**config.mk**
```make
export PLATFORM = sky130hd
export DESIGN_NAME = ccu_conflict_gate
export DESIGN_NICKNAME = d
export VERILOG_FILES = /design/src/rtl/ccu_conflict_gate.sv
export SDC_FILE = /design/constraint.sdc
export NUM_CORES = 1
export LEC_CHECK = 0
export BUFFER_PORTS_ARGS = -buffer_cell sky130_fd_sc_hd__buf_2
export CORE_ASPECT_RATIO = 1.4
export CORE_MARGIN = 2
export CORE_UTILIZATION = 44
export DETAILED_ROUTE_END_ITERATION = 12
export PLACE_DENSITY = 0.88
export REMOVE_ABC_BUFFERS = 1
export SLEW_MARGIN = 20
export SYNTH_ARGS = -nofsm -noshare
export SYNTH_HDL_FRONTEND = slang
export SYNTH_SLANG_ARGS = --single-unit
```
**constraint.sdc**
```tcl
create_clock -name clk_i -period 3.6 [get_ports clk_i]
set_clock_uncertainty 0.05 [all_clocks]
set_input_delay 0.54 -clock clk_i [delete_from_list [all_inputs] [get_ports clk_i]]
set_output_delay 0.54 -clock clk_i [all_outputs]
set_load 0.05 [all_outputs]
```
**src/rtl/ccu_conflict_gate.sv**
```systemverilog
// Admission gate in front of the CCU in-flight line tracker: holds one request and forwards it
// only when its line is not in flight and the tracker has room. Stall counters: CCU_CONFLICT_STATS_EN.
//
// state | meaning
// IDLE  | holding register empty
// CHECK | first cycle after capture, lookup in progress
// STALL | request held, blocked by line conflict or full tracker
module ccu_conflict_gate #(
  parameter int ADDR_WIDTH  = 32,
  parameter int LINE_OFFSET = 6,
  parameter int ID_WIDTH    = 4,
  parameter int CNT_WIDTH   = 16
) (
  input  logic                              clk_i,
  input  logic                              rst_ni,
  input  logic                              req_valid_i,
  output logic                              req_ready_o,
  input  logic [ADDR_WIDTH-1:0]             req_addr_i,
  input  logic [ID_WIDTH-1:0]               req_id_i,
  output logic                              fwd_valid_o,
  input  logic                              fwd_ready_i,
  output logic [ADDR_WIDTH-1:0]             fwd_addr_o,
  output logic [ID_WIDTH-1:0]               fwd_id_o,
  output logic [ADDR_WIDTH-LINE_OFFSET-1:0] lookup_line_o,
  input  logic                              lookup_match_i,
  output logic                              track_push_o,
  output logic [ADDR_WIDTH-LINE_OFFSET-1:0] track_line_o,
  input  logic                              track_full_i,
  output logic [CNT_WIDTH-1:0]              stall_cycles_o,
  output logic [CNT_WIDTH-1:0]              stall_events_o
);

  typedef enum logic [1:0] {
    IDLE  = 2'd0,
    CHECK = 2'd1,
    STALL = 2'd2
  } state_e;

  state_e                state_q, state_d;
  logic [ADDR_WIDTH-1:0] addr_q, addr_d;
  logic [ID_WIDTH-1:0]   id_q, id_d;
  logic                  go;
  logic                  handshake;

  assign go          = !lookup_match_i && !track_full_i;
  assign fwd_valid_o = (state_q != IDLE) && go;
  assign handshake   = fwd_valid_o && fwd_ready_i;
  assign req_ready_o = (state_q == IDLE) || handshake;
  assign track_push_o = handshake;

  // Tracker ports always see the held line, never the incoming address.
  assign fwd_addr_o    = addr_q;
  assign fwd_id_o      = id_q;
  assign lookup_line_o = addr_q[ADDR_WIDTH-1:LINE_OFFSET];
  assign track_line_o  = addr_q[ADDR_WIDTH-1:LINE_OFFSET];

  always_comb begin
    state_d = state_q;
    addr_d  = addr_q;
    id_d    = id_q;
    case (state_q)
      IDLE: begin
        if (req_valid_i) state_d = CHECK;
      end
      CHECK, STALL: begin
        if (handshake)  state_d = req_valid_i ? CHECK : IDLE;
        else if (!go)   state_d = STALL;
      end
      default: state_d = IDLE;
    endcase
    if (req_valid_i && req_ready_o) begin
      addr_d = req_addr_i;
      id_d   = req_id_i;
    end
  end

  always_ff @(posedge clk_i or negedge rst_ni) begin
    if (!rst_ni) begin
      state_q <= IDLE;
      addr_q  <= '0;
      id_q    <= '0;
    end else begin
      state_q <= state_d;
      addr_q  <= addr_d;
      id_q    <= id_d;
    end
  end

`ifdef CCU_CONFLICT_STATS_EN
  localparam logic [CNT_WIDTH-1:0] CntOne = {{(CNT_WIDTH-1){1'b0}}, 1'b1};

  logic [CNT_WIDTH-1:0] stall_cycles_q, stall_cycles_d;
  logic [CNT_WIDTH-1:0] stall_events_q, stall_events_d;

  always_comb begin
    stall_cycles_d = stall_cycles_q;
    stall_events_d = stall_events_q;
    if ((state_q != IDLE) && !go && !(&stall_cycles_q))
      stall_cycles_d = stall_cycles_q + CntOne;
    // An event is counted only once per request: on its first (CHECK) cycle.
    if ((state_q == CHECK) && !go && !(&stall_events_q))
      stall_events_d = stall_events_q + CntOne;
  end

  always_ff @(posedge clk_i or negedge rst_ni) begin
    if (!rst_ni) begin
      stall_cycles_q <= '0;
      stall_events_q <= '0;
    end else begin
      stall_cycles_q <= stall_cycles_d;
      stall_events_q <= stall_events_d;
    end
  end

  assign stall_cycles_o = stall_cycles_q;
  assign stall_events_o = stall_events_q;
`else
  assign stall_cycles_o = '0;
  assign stall_events_o = '0;
`endif

endmodule

```
## After elaboration in Yosys (flattened, before gate mapping)

Cells that the tools add are included.

| word-level totals | value |
|---|---|
| output and inout bits | 123 |
| register bits | 38 |
| input port bits | 42 |
| word-level logic and storage cells | 23 |

| operators by class | value |
|---|---|
| equal/unequal tests | 4 |
| multiplexer cells | 5 |
| reductions and logical operators | 11 |

Operators with widths:

| kind | number |
|---|---|
| $mux 2 | 3 |
| $logic_and 1x1->1 | 4 |
| $pmux 2 s2 | 1 |
| $ne 3x3->1 const B | 1 |
| $eq 2x1->1 const B | 1 |
| $eq 2x2->1 const B | 1 |
| $logic_not 1->1 | 2 |
| $logic_not 2->1 | 1 |
| $ne 2x2->1 const B | 1 |
| $reduce_and 2->1 | 1 |
| $reduce_bool 2->1 | 1 |
| $reduce_or 2->1 | 1 |
| $logic_or 1x1->1 | 1 |
| $mux 1 | 1 |

## Depth between registers and ports, before layout

Gate-level depths: netlist of the first run.

| logic depth | value |
|---|---|
| depth after elaboration | 6 |
| gate-level depth with buffers | 5 |
| gate-level depth less buffers | 5 |

## Worst setup path after synthesis of the first run

Ideal clock, no wire load.

| timing | value |
|---|---|
| path type | reg-to-output |
| start point | register state_q[0] |
| end point | output track_push_o |
| cell stages (with the launch flop) | 5 |
| data required time | 3.010 ns |
| data arrival time | 1.869 ns |
| buffers on the path | 0 |
| path slack | 1.141 ns |
| cell sequence | dfrtp_1 > inv_1 > ha_1 > nand2b_1 > nor3_1 |

| on the way | value |
|---|---|
| cells in the longest elaborated chain, start to end | 3 |

Ends and longest elaborated chain:

| what | line | RTL |
|---|---|---|
| from (decl) | 39 | `state_e state_q, state_d;` |
| from (signal assigned) | 83 | `state_q <= state_d;` |
| $reduce_bool 2->1 | 46 | `assign fwd_valid_o = (state_q != IDLE) && go;` |
| $logic_and 1x1->1 | 46 |  |
| $logic_and 1x1->1 | 47 | `assign handshake = fwd_valid_o && fwd_ready_i;` |
| to (decl) | 26 | `output logic track_push_o,` |

No other way between the ends.

## Final worst setup path of the first run

Same ends and word-level chain as after synthesis.

==> results of run 1 <==
[layer usage]
layer  track usage, %  up-vias  share of wire (%)
met4            6.383        0                1.5
met1            13.32      658                 35
li1                 -      636                  -
met5                0        -                  0
met3            4.156        4                8.5
met2            23.90       80                 55
[per-stage QoR]
| stage | instances | cell area (sq um) | hold WS (ps) |
|---|---|---|---|
| floorplan | 125 | 1733 | 194.4 |
| global placement | 324 | 2496 | 440.3 |
| detailed placement | 324 | 2496 | 440.5 |
| CTS | 331 | 2575 | 322.0 |
| global route | 331 | 2575 | 365.4 |
| finish | 331 | 2575 | 308.6 |
[Yosys cell counts (all sizes together)]
| cell | number |
|---|---|
| nor2 | 1 |
| o21ai | 2 |
| mux2 | 36 |
| or2 | 1 |
| a31oi | 1 |
| conb | 1 |
| o211ai | 1 |
| ha | 2 |
| buf | 87 |
| mux2i | 1 |
| nand2b | 1 |
| dfrtp | 38 |
| nor2b | 1 |
| or4b | 1 |
| inv | 3 |
| nor3b | 1 |
| nor3 | 2 |
| a21o | 1 |
[flip-flops by register name, indices dropped and copies added (netlist names)]
name,cells
fwd_addr_o,32
fwd_id_o,4
state_q,2
[cell type report]
class                   instances  area, sq um
clock buffers                   5        68.82
clock inverters                 2        10.01
fillers                       498         2506
repair buffers                133        680.7
inverters                       3        11.26
flip-flops and latches         38        950.9
multi-input cells              84        770.7
well taps                      66        82.58
[kinds of logic (layout without fill, tap and decap cells)]
| kind of cell | Yosys count | in the layout | synth area share, % |
|---|---|---|---|
| other | 1 | 32 | 0.1644 |
| DFF | 38 | 38 | 41.69 |
| muxes | 37 | 37 | 23.15 |
| AOI/OAI and AO/OA | 5 | 5 | 1.865 |
| buffers and inverters | 90 | 143 | 29.62 |
| adders and majority gates | 2 | 2 | 1.097 |
| and+or+nand+nor | 8 | 8 | 2.414 |
[path summary, 6_finish.rpt]
check	from	endpoint	slack, ps	cells after the start
worst min register to register	fwd_id_o[3]	fwd_id_o[3]	460	1
worst min-delay path	rst_ni	fwd_addr_o[1]	310	1
max in group asynchronous	rst_ni	fwd_addr_o[11]	2670	1
worst max register to register	state_q[0]	fwd_addr_o[15]	1520	5
min in group clk_i	req_id_i[3]	fwd_id_o[3]	440	2
worst max-delay path	state_q[0]	track_push_o	1420	5
[worst max-delay path, stage by stage (launching register included)]
cell      delay, ps
dfrtp_1         350
inv_1            60
ha_1            290
nand2b_1        190
nor3_1          130
buf_2           290
==> impl_results.md, run 1 <==
* Minimum clock period at 2185 ps
* WP data required at 3010 ps
* Synth warn at 0
* Crit end category: primary output
* Initial antenna violation count at 0
* Final hold violation count at 0
* # port buffers at around 130
* Clock sink count at 38
* Ranking of synthesized cells by area: dfrtp_1 (42%), buf_4 (28%), mux2_4 (20%), mux2_2 (3.0%), buf_6 (1.5%)
* Resize count post-CTS at 0
* Antenna Diode Count at 0
* Setup TNS at 0 ps
* GRT Total Usage at 13.03%
* # DRC at 0
* Run status: completed
* Slew of the pin with the lowest slew margin at 830.1 ps
* Initial Util at around 45%
* Total CTS buffers at 5
* Setup-failing EPs final at 0
* Longest Clk Path Bufs at 2
* Final ANT Viol Nets at 0
* Vias at 1378
* Worst EP arrival at 1590 ps
* Largest net degree at the start of global routing at 39
* GR Overflow Total at 0
* H-tree depth at 2
* CP Class: reg -> out
* Routed wire length per instance at around 12 um
* Drt first pass iters at 4
* Die Span Y at 89.19 um
* Clk root buf: clkbuf_8
* FP Rows at 31
* Crit start category: flip-flop
* Max frequency at approximately 460 MHz
* Commonest non-fill, non-tap cell in the layout: buf_2
* Unique masters post-synth at 21
* Hold Path Class: in -> async
* TritonCTS clock tree: built
* GP Congestion at 0.6953
* Register bit total from synthesis at 38
* Synth-to-Final Area Change at 12.89%
* Final Slew Violations at 0
* Avg Synthesized Cell Area at 12.60 sq um
* Final period utilization at 60.69%
* Clock slew at reported path FFs at approximately 70 ps
* Slew margin rel. at 44.66%
* Sequential fraction of the synthesis area at 41.69%
* Clk Latency, worst-skew pair at 280 ps
* Post-synth top area share at a little over two fifths
* Final wirelength at 3.903 mm
* Layout cells sized above 1 at approximately 68%
* Commonest non-fill, non-tap cells in the layout: buf_2 (132), dfrtp_1 (38), conb_1 (32)
* Die Area at 5784 sq um
* Setup WS pre-CTS at 1419 ps
* Total setup buffers inserted after CTS at 0
* CP Max Fanout at 7
* Post-synth top area cell: dfrtp_1
* First-pass GRT wire length at between 5 and 6 mm
* Via/cell ratio at 4.163
* Number of global-route vias before repair at 1215
* Max Cap Violations at 0
* Final nets at 309
* Synth Instances at 181
* RSZ-0062 raised after global routing: false
* Hold_buf cts at 0
* Core Region at 5081 sq um
* HPWL Detailed at approximately 3 mm
* DIE WIDTH at between 60 and 70 um
* Syn Std Cell Area at 2281 sq um
* DRT iter0 DRCs at 66
* Setup ws final at 1415 ps
* Final core occ at 50.68%
* I/O pins at 165
Power of run 1 is left out: the tool's default activity adds up to more than one toggle a clock period on the data nets, which glitch-free logic cannot reach.
==> run 2: changes to the inputs <==
Settings changed: CORE_UTILIZATION 44 to 37, PLACE_DENSITY 0.88 to 0.79.
Clock period 3.6 ns to 1.75 ns, I/O delays scaled along.
==> impl_results.md, run 2 (same netlist as run 1, synthesis figures left out) <==
* Die Span Y at 96.90 um (+8.6%)
* Initial Util at 38.63% (-6.3 points)
* Drt first pass iters at 4 (unchanged)
* CP Max Fanout at 5 (-2)
* Setup-failing EPs final at 0 (unchanged)
* HPWL Detailed at 3.062 mm (+0.53%)
* Via/cell ratio at 4.141 (-0.54%)
* Routed wire length per instance at 11.76 um (-0.30%)
* Max frequency at 588.8 MHz
* H-tree depth at 2 (unchanged)
* CP Class: reg -> out
* Clk root buf: clkbuf_8
* TritonCTS clock tree: built
* GRT Total Usage at 11.23% (-1.8 points)
* Worst r2r src: state_q[1]
* Crit end category: primary output
* Number of global-route vias before repair at 1315 (+8.2%)
* Longest Clk Path Bufs at 2 (unchanged)
* Clk Latency, worst-skew pair at 280 ps (about the same)
* FP Rows at 33 (+6.5%)
* GR Overflow Total at 0 (unchanged)
* Commonest non-fill, non-tap cells in the layout: buf_2 (130), dfrtp_1 (38), conb_1 (32)
* R2R cell count at 6 (+1)
* # DRC at 0 (unchanged)
* Top sig layer: met4
* Layout cells sized above 1 at 69.74% (+2.2 points)
* Minimum clock period at 1698 ps
* Final Slew Violations at 0 (unchanged)
* Final hold violation count at 0 (unchanged)
* I/O pins at 165 (unchanged)
* WP data required at 1440 ps (-1570 ps)
* Die Area at 6817 sq um (+18%)
* # port buffers at 132 (unchanged)
* GP Congestion at 0.6996 (+0.62%)
* Largest net degree at the start of global routing at 24 (-38%)
* Vias at 1412 (+2.5%)
* DIE WIDTH at 70.36 um (+8.5%)
* Reg2Reg Setup Slack at 70 ps (-1450 ps)
* Worst EP arrival at 1390 ps (-200 ps)
* Total CTS buffers at 5 (unchanged)
* Final ANT Viol Nets at 0 (unchanged)
* Max reg flops at 32 (unchanged)
* Critical path origin: state_q[1]
* Synth-to-Final Area Change at 17.72%
* Final wirelength at 4.009 mm (+2.7%)
* Hold Path Class: in -> reg
* Core Region at 5904 sq um (+16%)
* WL met2 at 2.023 mm (-5.2%)
* FILL cells at 566 (+14%)
* Clock sink count at 38 (unchanged)
* Initial antenna violation count at 0 (unchanged)
* Worst hold slack at 165.8 ps (-142.8 ps)
* First-pass GRT wire length at 6.265 mm (+11%)
* Run status: completed
* Antenna Diode Count at 0 (unchanged)
* Final period utilization at 97.05%
* Commonest non-fill, non-tap cell in the layout: buf_2
* Max Cap Violations at 0 (unchanged)
* Crit path to: track_push_o
* Crit start category: flip-flop
* Final nets at 316 (+2.3%)
* DRT iter0 DRCs at 19 (-71%)
* Routed metal-1 wirelength at 1.476 mm (+7.0%)
* Met3 wire length at 434 um (+31%)
* Clock slew at reported path FFs at 70 ps (about the same)
* Worst reg2reg path endpoint: fwd_addr_o[15]
[run 2: final cells by class]
| class | count | area (sq um) | area share, % |
|---|---|---|---|
| well taps | 70 | 87.58 | 3.262 |
| repair buffers | 140 | 757.0 | 28.19 |
| inverters | 3 | 11.26 | 0.4194 |
| multi-input cells | 84 | 795.8 | 29.64 |
| flip-flops and latches | 38 | 950.9 | 35.41 |
| clock buffers | 6 | 82.58 | 3.075 |
[run 2: worst max-delay path, cell delays in order, from the launching register on]
cell and delay [ps]:
dfrtp_1 370, inv_2 60, ha_4 170, nand2b_4 140, nor3_2 190, buf_6 190
[run 2: what timing repair did]
action | 4_1_cts | 5_1_grt
gates resized for setup | 3 | 7
hold buffers | 1 | 0
setup endpoints to repair | 3 | 2
endpoints found under the hold margin | 15 | 0
pin swaps | 0 | 1
setup buffers | 1 | 3
[run 2: stage by stage]
| stage | area, sq um | utilization [%] | cells | TNS (ps) | setup WS [ps] |
|---|---|---|---|---|---|
| final | 2685 | 45.48 | 341 | 0 | 51.70 |
| after global routing | 2685 | 45.48 | 341 | -24.51 | -24.51 |
| after CTS | 2644 | 44.78 | 338 | 0 | 11.10 |
| after detailed placement | 2529 | 42.83 | 330 | 0 | 55.53 |
| after global placement | 2529 | 42.83 | 330 | 0 | 110.1 |
| after floorplan | 1733 | - | 125 | -14390 | -436.7 |
[run 2: how the worst min path moves through the flow]
stage / from / to / slack (ps) / depth (start not counted)
after floorplan: rst_ni / fwd_addr_o[0] / -80 / 0
after global placement: rst_ni / fwd_id_o[2] / 130 / 1
after detailed placement: rst_ni / fwd_addr_o[13] / 140 / 1
after CTS: req_addr_i[2] / fwd_addr_o[2] / 150 / 2
after global routing: req_addr_i[30] / fwd_addr_o[30] / 150 / 2
final: req_addr_i[23] / fwd_addr_o[23] / 170 / 2
[run 2: layer usage]
| layer | vias to the layer above | track usage (%) |
|---|---|---|
| met4 | 0 | 4.882 |
| met3 | 5 | 2.396 |
| li1 | 656 | - |
| met1 | 650 | 12.38 |
| met2 | 101 | 20.25 |
| met5 | - | 0 |
Power of run 2 is left out for the same reason.
